==> config.mk <==
export PLATFORM = sky130hd
export DESIGN_NAME = spi_flash_reader_flat
export DESIGN_NICKNAME = d
export VERILOG_FILES = /design/src/rtl/spi_pkg.sv /design/src/rtl/spi_flash_reader_if.sv /design/src/rtl/spi_flash_reader_timer.sv /design/src/rtl/spi_flash_reader.sv /design/src/flat_wrapper.sv
export SDC_FILE = /design/constraint.sdc
export NUM_CORES = 1
export LEC_CHECK = 0
export ABC_AREA = 0
export BUFFER_PORTS_ARGS = -buffer_cell sky130_fd_sc_hd__buf_2
export CORE_MARGIN = 1
export CORE_UTILIZATION = 54
export CTS_CLUSTER_SIZE = 28
export DETAILED_ROUTE_END_ITERATION = 8
export GPL_TIMING_DRIVEN = 0
export PLACE_DENSITY = 0.92
export SETUP_SLACK_MARGIN = 0.4
export SLEW_MARGIN = 15
export SYNTH_ARGS = -nofsm -noshare
export SYNTH_HDL_FRONTEND = slang
export SYNTH_SLANG_ARGS = --single-unit
==> constraint.sdc <==
create_clock -name clk -period 5.2 [get_ports clk]
set_clock_uncertainty 0.1 [all_clocks]
set_input_delay 1.04 -clock clk [delete_from_list [all_inputs] [get_ports clk]]
set_output_delay 1.04 -clock clk [all_outputs]
set_load 0.02 [all_outputs]
==> src/rtl/spi_pkg.sv <==
// Shared definitions for the SPI flash reader: peripheral register map,
// bit positions, flash command codes and the sequencer state encoding.
package spi_pkg;

  localparam logic [31:0] REG_DATA_OFS = 32'h0;
  localparam logic [31:0] REG_CTRL_OFS = 32'h4;
  localparam logic [31:0] REG_STAT_OFS = 32'h8;

  localparam int unsigned STAT_BUSY_BIT  = 0;
  localparam int unsigned CTRL_START_BIT = 0;
  localparam int unsigned CTRL_MODE_LSB  = 1;

  localparam logic [7:0] CMD_READ      = 8'h03;
  localparam logic [7:0] CMD_FAST_READ = 8'h0B;

  typedef enum logic [2:0] {
    ST_IDLE,
    ST_LOAD,
    ST_START,
    ST_WAIT_BUSY,
    ST_WAIT_IDLE,
    ST_FETCH,
    ST_PUSH
  } state_t;

  typedef struct packed {
    logic        we;
    logic [31:0] addr;
    logic [31:0] wdata;
  } bus_req_t;

  // Header byte by position: command, address MSB..LSB, then 0x00 (dummy/payload)
  function automatic logic [7:0] hdr_byte(input logic [7:0] cmd, input logic [2:0] idx,
                                          input logic [23:0] addr);
    case (idx)
      3'd0:    return cmd;
      3'd1:    return addr[23:16];
      3'd2:    return addr[15:8];
      3'd3:    return addr[7:0];
      default: return 8'h00;
    endcase
  endfunction

endpackage

==> src/rtl/spi_flash_reader_if.sv <==
// Request, byte-stream and SPI register bus signals of the flash reader.
interface spi_flash_reader_if;
  logic        req_valid;
  logic        req_ready;
  logic [23:0] req_addr;
  logic [7:0]  req_len;
  logic        out_valid;
  logic        out_ready;
  logic [7:0]  out_data;
  logic        out_last;
  logic        bus_we;
  logic [31:0] bus_addr;
  logic [31:0] bus_wdata;
  logic [31:0] bus_rdata;
  logic        err;

  modport slave (
    input  req_valid, req_addr, req_len, out_ready, bus_rdata,
    output req_ready, out_valid, out_data, out_last, bus_we, bus_addr, bus_wdata, err
  );

  modport master (
    output req_valid, req_addr, req_len, out_ready, bus_rdata,
    input  req_ready, out_valid, out_data, out_last, bus_we, bus_addr, bus_wdata, err
  );
endinterface

==> src/rtl/spi_flash_reader_timer.sv <==
// Wait-cycle counter: cleared on load, counts while enabled, flags expiry
// once TIMEOUT cycles have been spent in the waiting state.
module spi_flash_reader_timer #(
  parameter int unsigned TIMEOUT = 1024
) (
  input  logic clk,
  input  logic rst,
  input  logic clear,
  input  logic en,
  output logic expired_c
);
  localparam int unsigned CNT_W = $clog2(TIMEOUT + 1);

  logic [CNT_W-1:0] cnt_q;

  assign expired_c = (cnt_q == CNT_W'(TIMEOUT - 1));

  always_ff @(posedge clk) begin
    if (!rst)                   cnt_q <= '0;
    else if (clear)             cnt_q <= '0;
    else if (en && !expired_c)  cnt_q <= cnt_q + CNT_W'(1);
  end
endmodule

==> src/rtl/spi_flash_reader.sv <==
// Reads a byte range from SPI flash by sequencing a memory-mapped SPI
// peripheral. Define SPI_FLASH_FAST_READ_EN for 0x0B + one dummy byte.
module spi_flash_reader
  import spi_pkg::*;
#(
  parameter logic [31:0] REG_BASE = 32'hffff0010,
  parameter logic [1:0]  SPI_MODE = 2'b00,
  parameter int unsigned TIMEOUT  = 1024
) (
  input logic              clk,
  input logic              rst,
  spi_flash_reader_if.slave io
);
`ifdef SPI_FLASH_FAST_READ_EN
  localparam logic [7:0]  CMD     = CMD_FAST_READ;
  localparam int unsigned HDR_LEN = 5;
`else
  localparam logic [7:0]  CMD     = CMD_READ;
  localparam int unsigned HDR_LEN = 4;
`endif
  localparam int unsigned IDX_W = 3;
  localparam int unsigned CNT_W = 9;
  localparam logic [31:0] ADDR_DATA = REG_BASE + REG_DATA_OFS;
  localparam logic [31:0] ADDR_CTRL = REG_BASE + REG_CTRL_OFS;
  localparam logic [31:0] ADDR_STAT = REG_BASE + REG_STAT_OFS;

  state_t           state_q, state_d;
  logic [23:0]      addr_q, addr_d;
  logic [CNT_W-1:0] len_q, len_d;
  logic [CNT_W-1:0] pay_cnt_q, pay_cnt_d;
  logic [IDX_W-1:0] hdr_idx_q, hdr_idx_d;
  bus_req_t         bus_q, bus_d;
  logic             req_ready_q, req_ready_d;
  logic             out_valid_q, out_valid_d;
  logic [7:0]       out_data_q, out_data_d;
  logic             out_last_q, out_last_d;
  logic             err_q, err_d;
  logic             busy_c, expired_c, timer_clear_c, timer_en_c;
  logic             unused_rdata_c;

  assign busy_c         = io.bus_rdata[STAT_BUSY_BIT];
  assign unused_rdata_c = ^io.bus_rdata[31:8];
  assign timer_clear_c  = (state_d != state_q);
  assign timer_en_c     = (state_q == ST_WAIT_BUSY) || (state_q == ST_WAIT_IDLE);

  spi_flash_reader_timer #(.TIMEOUT(TIMEOUT)) u_timer (
    .clk       (clk),
    .rst       (rst),
    .clear     (timer_clear_c),
    .en        (timer_en_c),
    .expired_c (expired_c)
  );

  always_ff @(posedge clk) begin
    if (!rst) begin
      state_q     <= ST_IDLE;
      addr_q      <= '0;
      len_q       <= '0;
      pay_cnt_q   <= '0;
      hdr_idx_q   <= '0;
      bus_q       <= '0;
      req_ready_q <= 1'b1;
      out_valid_q <= 1'b0;
      out_data_q  <= '0;
      out_last_q  <= 1'b0;
      err_q       <= 1'b0;
    end else begin
      state_q     <= state_d;
      addr_q      <= addr_d;
      len_q       <= len_d;
      pay_cnt_q   <= pay_cnt_d;
      hdr_idx_q   <= hdr_idx_d;
      bus_q       <= bus_d;
      req_ready_q <= req_ready_d;
      out_valid_q <= out_valid_d;
      out_data_q  <= out_data_d;
      out_last_q  <= out_last_d;
      err_q       <= err_d;
    end
  end

  // Next state; registered outputs are decoded from the next state so the bus
  // address lines up with the state that samples bus_rdata.
  always_comb begin
    state_d    = state_q;
    addr_d     = addr_q;
    len_d      = len_q;
    pay_cnt_d  = pay_cnt_q;
    hdr_idx_d  = hdr_idx_q;
    out_data_d = out_data_q;
    out_last_d = out_last_q;
    err_d      = 1'b0;
    bus_d      = '0;

    case (state_q)
      ST_IDLE: if (io.req_valid) begin
        addr_d     = io.req_addr;
        len_d      = (io.req_len == 8'd0) ? CNT_W'(256) : CNT_W'(io.req_len);
        pay_cnt_d  = '0;
        hdr_idx_d  = '0;
        out_last_d = 1'b0;
        state_d    = ST_LOAD;
      end
      ST_LOAD:  state_d = ST_START;
      ST_START: state_d = ST_WAIT_BUSY;
      ST_WAIT_BUSY: begin
        if (busy_c)         state_d = ST_WAIT_IDLE;
        else if (expired_c) begin state_d = ST_IDLE; err_d = 1'b1; end
      end
      ST_WAIT_IDLE: begin
        if (!busy_c)        state_d = ST_FETCH;
        else if (expired_c) begin state_d = ST_IDLE; err_d = 1'b1; end
      end
      ST_FETCH: begin
        if (hdr_idx_q < IDX_W'(HDR_LEN)) begin
          hdr_idx_d = hdr_idx_q + IDX_W'(1);
          state_d   = ST_LOAD;
        end else begin
          out_data_d = io.bus_rdata[7:0];
          pay_cnt_d  = pay_cnt_q + CNT_W'(1);
          out_last_d = ((pay_cnt_q + CNT_W'(1)) == len_q);
          state_d    = ST_PUSH;
        end
      end
      ST_PUSH: if (io.out_ready) begin
        out_last_d = 1'b0;
        state_d    = out_last_q ? ST_IDLE : ST_LOAD;
      end
      default: state_d = ST_IDLE;
    endcase

    case (state_d)
      ST_LOAD: begin
        bus_d.we    = 1'b1;
        bus_d.addr  = ADDR_DATA;
        bus_d.wdata = {24'b0, hdr_byte(CMD, hdr_idx_d, addr_d)};
      end
      ST_START: begin
        bus_d.we                           = 1'b1;
        bus_d.addr                         = ADDR_CTRL;
        bus_d.wdata[CTRL_START_BIT]        = 1'b1;
        bus_d.wdata[CTRL_MODE_LSB +: 2]    = SPI_MODE;
      end
      ST_WAIT_BUSY, ST_WAIT_IDLE: bus_d.addr = ADDR_STAT;
      ST_FETCH:                   bus_d.addr = ADDR_DATA;
      default:                    bus_d.addr = '0;
    endcase

    req_ready_d = (state_d == ST_IDLE);
    out_valid_d = (state_d == ST_PUSH);
  end

  assign io.req_ready = req_ready_q;
  assign io.out_valid = out_valid_q;
  assign io.out_data  = out_data_q;
  assign io.out_last  = out_last_q;
  assign io.bus_we    = bus_q.we;
  assign io.bus_addr  = bus_q.addr;
  assign io.bus_wdata = bus_q.wdata;
  assign io.err       = err_q;
endmodule

==> src/flat_wrapper.sv <==
// flat-port wrapper written by rule: the top's interface ports become plain ports
module spi_flash_reader_flat import spi_pkg::*;
#(
  parameter logic [31:0] REG_BASE = 32'hffff0010,
  parameter logic [1:0]  SPI_MODE = 2'b00,
  parameter int unsigned TIMEOUT  = 1024
)
  (clk, rst, io_req_valid, io_req_addr, io_req_len, io_out_ready, io_bus_rdata, io_req_ready, io_out_valid, io_out_data, io_out_last, io_bus_we, io_bus_addr, io_bus_wdata, io_err);
  spi_flash_reader_if io_i ();
  input logic clk;
  input logic rst;
  input wire logic [$bits(io_i.req_valid)-1:0] io_req_valid;
  input wire logic [$bits(io_i.req_addr)-1:0] io_req_addr;
  input wire logic [$bits(io_i.req_len)-1:0] io_req_len;
  input wire logic [$bits(io_i.out_ready)-1:0] io_out_ready;
  input wire logic [$bits(io_i.bus_rdata)-1:0] io_bus_rdata;
  output wire logic [$bits(io_i.req_ready)-1:0] io_req_ready;
  output wire logic [$bits(io_i.out_valid)-1:0] io_out_valid;
  output wire logic [$bits(io_i.out_data)-1:0] io_out_data;
  output wire logic [$bits(io_i.out_last)-1:0] io_out_last;
  output wire logic [$bits(io_i.bus_we)-1:0] io_bus_we;
  output wire logic [$bits(io_i.bus_addr)-1:0] io_bus_addr;
  output wire logic [$bits(io_i.bus_wdata)-1:0] io_bus_wdata;
  output wire logic [$bits(io_i.err)-1:0] io_err;
  assign io_i.req_valid = io_req_valid;
  assign io_i.req_addr = io_req_addr;
  assign io_i.req_len = io_req_len;
  assign io_i.out_ready = io_out_ready;
  assign io_i.bus_rdata = io_bus_rdata;
  assign io_req_ready = io_i.req_ready;
  assign io_out_valid = io_i.out_valid;
  assign io_out_data = io_i.out_data;
  assign io_out_last = io_i.out_last;
  assign io_bus_we = io_i.bus_we;
  assign io_bus_addr = io_i.bus_addr;
  assign io_bus_wdata = io_i.bus_wdata;
  assign io_err = io_i.err;
  spi_flash_reader #(.REG_BASE(REG_BASE), .SPI_MODE(SPI_MODE), .TIMEOUT(TIMEOUT)) u_core (.clk(clk), .rst(rst), .io(io_i));
endmodule
==> metrics.cfg, run 1 <==
[clocking]
cts_tree=done
htreeDepth=3
clockBufferDepth=2
cts.sink_count=83
postCtsResizedCells=0
cts-root-buf=clkbuf_8
clock_latency_ns=0.37
cts_hold_buf=0
cts_setup_buffers=0
clk_pin_slew_ns=0.08
cts_made_buffers=9

[placement]
post_dp_cell_area_sq_mm=0.00481
portBuffers=82
routabilityCongestion=0.883
hpwl_mm=7.33

[worst_setup_path]
critical_path_class=in -> reg
cp-end-kind=flop
worst-r2r-cell-count=8
worst-path-max-fanout=10
r2r_end=u_core.u_timer.cnt_q[8]
required_ns=5.40
worstPathArrival_ns=2.85
r2r_setup_slack_ns=2.65
rr_startpoint=u_core.u_timer.cnt_q[2]
startpoint_type=input port

[synthesis]
ys_ff_latch=83
synthTopCellsByArea=dfxtp_1 (40%), buf_4 (9.8%), nand2_1 (7.7%), a21oi_1 (6.5%), nor2_1 (4.4%)
async_reset_ff_share_pct=0
synth_top_area_share_pct=40.2
syn_area_per_cell_sq_um=7.99
yosysSeqAreaShare_pct=40.2
yosysTopAreaCell=dfxtp_1
ys_types=58
synthCells=518
syn_area_sq_mm=0.00414
yosysWarnings=0
synth_ff_type=dfxtp_1
synth-edff-count=0

[global_route]
grt_usage_pct=25.8
grt_overflow=0
grt_pass1_wl_mm=15.8
antenna_found_initial=0
grt_pass1_vias=3565
grt_max_degree=18

[finish]
nets=718
fillCellCount=619
postLayoutCellArea_sq_mm=0.00501
areaGrowthSynthToFinish_pct=21.2
drive_above_1_share_pct=26.2
antennaDiodeCount=0
regArea_sq_mm=0.00166
multiInputGateArea_sq_mm=0.00204

[detailed_routing]
wl_per_cell_microns=13.1
postRouteAntennaNets=0
vias=3954
dr.pass1.iters=5
wl_mm=9.82
drtIter0Drc=316
drc_errors=0
routed_via_density=5.26

[worst_hold_path]
holdPathStages=2
worstHoldPathType=reg -> reg
hold_end=u_core.io.out_data[4]
hp-start=u_core.io.out_data[4]

[floorplan]
dieArea_sq_mm=0.00801
ioPinCount=145
die_h_microns=89.5
die_width_microns=89.5
core-area_sq_mm=0.00733
initial_utilization_pct=56.4
rows=31

[job]
timing.max_cap.violations=0

[power]
switchingPower_uw=501
p_clk_share_pct=30.8
fin_total_pwr_uw=1560
p_int_uw=1060
swShare_pct=32.1
power_density_mw_per_mm2=311
p_seq_share_pct=44.6
max-vdd-ir-drop_uv=150
p_comb_share_pct=24.6
leakage_uw=0.00223

[timing]
tns_ns=0
maxSlewHeadroom_pct=46.7
fin_crit_sh_pct=51.0
max_freq_mhz=377
finalSetupViolations=0
fin_crit_ns=2.65
hold_viol=0
rsz0062_at_grt=false
worstMarginPinSlew_ns=0.788
maxSlewViolCount=0

[run_status]
status=finished, final reports clean

-- area by class of cell --
cell class                 count  area share, %
multi-input combinational    383           40.8
sequential                    83           33.2
buffer                        82           10.8
timing repair buffer          82           8.19
clock buffer                   9           2.47
tap                           99           2.47
clock inverter                 7           1.65
inverter                       6          0.449
-- through the flow --
step,cells,setup slack [ns],hold WS [ns],utilization (%)
after floorplan,554,2.58,0.310,-
after global placement,735,2.31,0.320,65.6
after detailed placement,735,2.24,0.326,65.6
after CTS,751,2.58,0.360,68.4
after global routing,751,2.37,0.374,68.4
final,751,2.55,0.357,68.4
-- state kept, by name, indices dropped and copies added (netlist names) --
register / flops
u_core.len_q: 9
u_core.io.err: 1
u_core.io.out_valid: 1
u_core.addr_q: 24
u_core.u_timer.cnt_q: 11
u_core.io.bus_wdata: 8
u_core.hdr_idx_q: 3
u_core.state_q: 3
u_core.pay_cnt_q: 9
u_core.io.bus_we: 1
u_core.io.req_ready: 1
u_core.io.bus_addr: 3
u_core.io.out_last: 1
u_core.io.out_data: 8
-- routing by layer --
metal / track usage (%) / up-vias / share of wire (%)
met2: 43.9 / 163 / 50
met4: 11.7 / 0 / 2.0
met1: 31.3 / 1828 / 41
met5: 0 / - / 0
li1: - / 1940 / -
met3: 5.54 / 23 / 6.7
-- worst max path at each step --
stage / from / to / slack (ns) / cells after the start
floorplan: io_req_valid / u_core.io.bus_wdata[2] / 2.58 / 8
global placement: io_req_valid / u_core.u_timer.cnt_q[0] / 2.31 / 8
detailed placement: io_req_valid / u_core.u_timer.cnt_q[8] / 2.24 / 8
CTS: io_req_valid / u_core.u_timer.cnt_q[8] / 2.58 / 8
global route: io_req_valid / u_core.u_timer.cnt_q[0] / 2.37 / 8
finish: io_req_valid / u_core.u_timer.cnt_q[8] / 2.55 / 8
-- placed cells by master (no fill, tap or decap), types with 2 or more instances in the layout --
cell type / n
xor2_1: 10
a31oi_1: 3
ha_1: 3
nand3_1: 15
a211oi_1: 2
nor3_1: 10
inv_6: 3
nand2b_1: 4
nor2_1: 48
o21a_1: 2
buf_2: 90
and2_1: 3
clkbuf_1: 17
conb_1: 37
a221oi_1: 3
inv_1: 6
xnor2_1: 8
nand2_1: 85
and3_1: 7
o211ai_1: 4
and4_1: 2
o31ai_1: 2
a21oi_1: 54
nand3b_1: 5
clkbuf_8: 9
buf_6: 3
o21ai_0: 20
dfxtp_1: 83
clkinvlp_4: 2
o21ai_1: 4
nand4_1: 3
buf_4: 54
or2_2: 3
mux2i_1: 10
nor2b_1: 2
a22oi_1: 2
nor4_1: 3
o22ai_1: 6
-- worst max-delay path, stage by stage --
cell and delay (ns):
buf_2 0.13, o21bai_1 0.13, a21oi_1 0.11, or2_2 0.30
a21oi_1 0.46, o221ai_1 0.29, buf_2 0.25, nor2_1 0.13
-- Yosys cell counts (4+ instances only) --
library cell and instances:
o22ai_1 6, nor3_1 10, a21oi_1 54, xor2_1 10, o21ai_1 4, clkbuf_1 17
o21ai_0 20, buf_4 54, nand2_1 85, buf_2 8, and3_1 7, o211ai_1 4
mux2i_1 10, dfxtp_1 83, inv_1 6, nor2_1 48, nand3b_1 5, nand3_1 15
xnor2_1 8, nand2b_1 4
-- power by group through the flow --
stage	sequential (uW)	combinational [uW]	clock [uW]
after floorplan	719	272	0
after global placement	708	369	0
after detailed placement	711	380	0
after CTS	696	382	488
after global routing	701	426	517
final	696	384	481
-- kinds of logic after synthesis --
kind of cell	after synthesis	synth area share, %
AND/OR/NAND/NOR	202	23.0
AO/OA/AOI/OAI	113	16.0
buffers and inverters	88	13.7
flip-flops	83	40.2
XOR/XNOR	18	3.81
multiplexers	10	2.42
adder cells (fa/ha/maj)	3	0.908
other	1	0.0907
Power figures use the tool's default switching activity.
==> inputs of run 2 (changes only) <==
CORE_UTILIZATION = 45   (was 54)
PLACE_DENSITY = 0.83   (was 0.92)
clock period = 2.4 ns   (was 5.2 ns; I/O delays follow)
==> metrics.cfg, run 2 (synthesis results as in run 1) <==
[run_status]
status=finished with violations
violations=design-rule violations

[worst_setup_path]
max_stage_delay_ns=0.39  ; -0.07 ns
startpoint_type=flop
r2r_end=u_core.io.bus_wdata[0]
crit_chain=buf_2, nor4bb_4, buf_4, nand2_1, o21ai_1, nor2_2, a22oi_1, a2bb2o_1
cp-end-kind=flop
worstPathArrival_ns=2.40  ; -0.45 ns
required_ns=2.61  ; -2.79 ns
crit_slowest_cell=dfxtp_4
critical_path_class=reg -> reg
rr_startpoint=u_core.state_q[0]
worst-r2r-cell-count=8  ; unchanged
r2r_setup_slack_ns=0.22  ; -2.43 ns
worst-path-max-fanout=5  ; -5

[worst_hold_path]
holdPathStages=3  ; +1
hp-start=io_bus_rdata[1]
worstHoldPathType=in -> reg
hold_end=u_core.io.out_data[1]

[clocking]
htreeDepth=3  ; unchanged
clk_pin_slew_ns=0.09  ; about the same
cts_tree=done
cts_made_buffers=9  ; unchanged
clockBufferDepth=2  ; unchanged
cts_hold_buf=0  ; unchanged
cts.sink_count=83  ; unchanged
cts-root-buf=clkbuf_8
clock_latency_ns=0.37  ; about the same

[floorplan]
core-area_sq_mm=0.00881  ; +20%
dieArea_sq_mm=0.00958  ; +20%
die_width_microns=97.9  ; +9.3%
die_h_microns=97.9  ; +9.3%
ioPinCount=145  ; unchanged
rows=34  ; +9.7%
initial_utilization_pct=47.0  ; -9.5 points

[global_route]
grt_overflow=0  ; unchanged
grt_pass1_vias=3755  ; +5.3%
grt_usage_pct=22.4  ; -3.4 points
grt_pass1_wl_mm=17.2  ; +9.1%
antenna_found_initial=0  ; unchanged
grt_max_degree=18  ; unchanged

[finish]
final_common_cell=buf_2
antennaDiodeCount=0  ; unchanged
multiInputGateArea_sq_mm=0.00238  ; +17%
regMostFlops=u_core.addr_q
reg.largest.list=u_core.addr_q x24, u_core.u_timer.cnt_q x11
postLayoutCellArea_sq_mm=0.00575  ; +15%
areaGrowthSynthToFinish_pct=39.0
layout_common_cells=buf_2 (86), nand2_1 (82), buf_4 (81)
fillCellCount=687  ; +11%
largest_reg_flops=24  ; unchanged
regArea_sq_mm=0.00168  ; +1.1%
nets=752  ; +4.7%
drive_above_1_share_pct=39.9  ; +14 points

[detailed_routing]
wl_mm=12.4  ; +27%
vias=4347  ; +9.9%
postRouteAntennaNets=0  ; unchanged
routed_via_density=5.47  ; +4.0%
dr.pass1.iters=7  ; +2
drc_errors=13  ; +13
drtIter0Drc=373  ; +18%
wl_per_cell_microns=15.7  ; +20%

[power]
leakage_uw=0.00253  ; +13%
max-vdd-ir-drop_uv=304  ; +100%
power_density_mw_per_mm2=662  ; +110%

[placement]
routabilityCongestion=0.851  ; -3.7%
portBuffers=82  ; unchanged
hpwl_mm=7.27  ; -0.81%
post_dp_cell_area_sq_mm=0.00483  ; +0.57%

[timing]
maxSlewHeadroom_pct=59.8  ; +13 points
rsz0062_at_grt=true
worstMarginPinSlew_ns=0.603  ; -0.186 ns
tns_ns=0  ; unchanged
maxSlewViolCount=0  ; unchanged
hold_viol=0  ; unchanged
max_freq_mhz=458
fin_crit_sh_pct=90.9
fin_crit_ns=2.18
finalSetupViolations=0  ; unchanged

[job]
timing.max_cap.violations=0  ; unchanged

==> run 2: cell types whose count changed in the layout (fill, tap and decap cells not counted), moves of 9 or more <==
| cell | delta |
|---|---|
| nor2_1 | -11 |
| dfxtp_1 | -10 |
| nor2_2 | +9 |
| buf_6 | +10 |
| buf_4 | +27 |
==> run 2: area by class of cell <==
cell class / count / area share [%]
clock buffer: 9 / 2.15
inverter: 6 / 0.392
buffer: 82 / 10.6
multi-input combinational: 383 / 41.4
sequential: 83 / 29.2
tap: 108 / 2.35
clock inverter: 7 / 1.85
timing repair buffer: 116 / 12.0
==> run 2: timing repair <==
item                                    4_1_cts  5_1_grt
buffers inserted                             10       20
pin swaps                                    16       14
gates resized for setup                      57       68
endpoints found under the setup margin       59       72
cloned                                        2        2
==> run 2: worst max-delay path, delay by kind of cell, from the launching register on <==
kind                   cells  cell delay (ns)
buffers and inverters      2             0.44
and+or+nand+nor            3             0.56
AOI/OAI and AO/OA          3             0.63
DFF                        1             0.39
==> run 2: worst max path at each step <==
stage / start / to / slack, ns / depth (start not counted)
after CTS: u_core.state_q[2] / u_core.io.bus_wdata[6] / 0.27 / 9
after global routing: u_core.state_q[0] / u_core.io.bus_wdata[0] / 0.10 / 8
after global placement: io_req_valid / u_core.io.bus_wdata[6] / 0.12 / 8
after detailed placement: io_req_valid / u_core.u_timer.cnt_q[9] / 0.04 / 8
final: u_core.state_q[0] / u_core.io.bus_wdata[0] / 0.22 / 8
after floorplan: u_core.state_q[2] / u_core.io.bus_wdata[2] / 0.36 / 9
==> run 2: stage by stage <==
stage | util, % | worst slack (ns) | std cells | total power, uW | hold slack [ns]
6_report | 65.3 | 0.218 | 794 | 3800 | 0.246
5_1_grt | 65.3 | 0.101 | 794 | 3950 | 0.241
4_1_cts | 61.1 | 0.270 | 772 | 3630 | 0.232
3_5_place_dp | 54.9 | 0.0398 | 744 | 2370 | 0.331
3_3_place_gp | 54.9 | 0.118 | 744 | 2340 | 0.320
2_1_floorplan | - | 0.355 | 554 | 2150 | 0.310
==> run 2: report_power, final <==
group | total [uW] | switching [uW] | internal [uW]
Sequential | 1520 | 55.2 | 1460
Combinational | 1110 | 630 | 480
Clock | 1180 | 571 | 606
==> run 2: metal layers <==
metal / GRT usage (%) / part of all wire, %
met1: 26.9 / 38
met2: 37.9 / 48
met3: 5.65 / 10
met4: 9.44 / 4.2
met5: 0 / 0
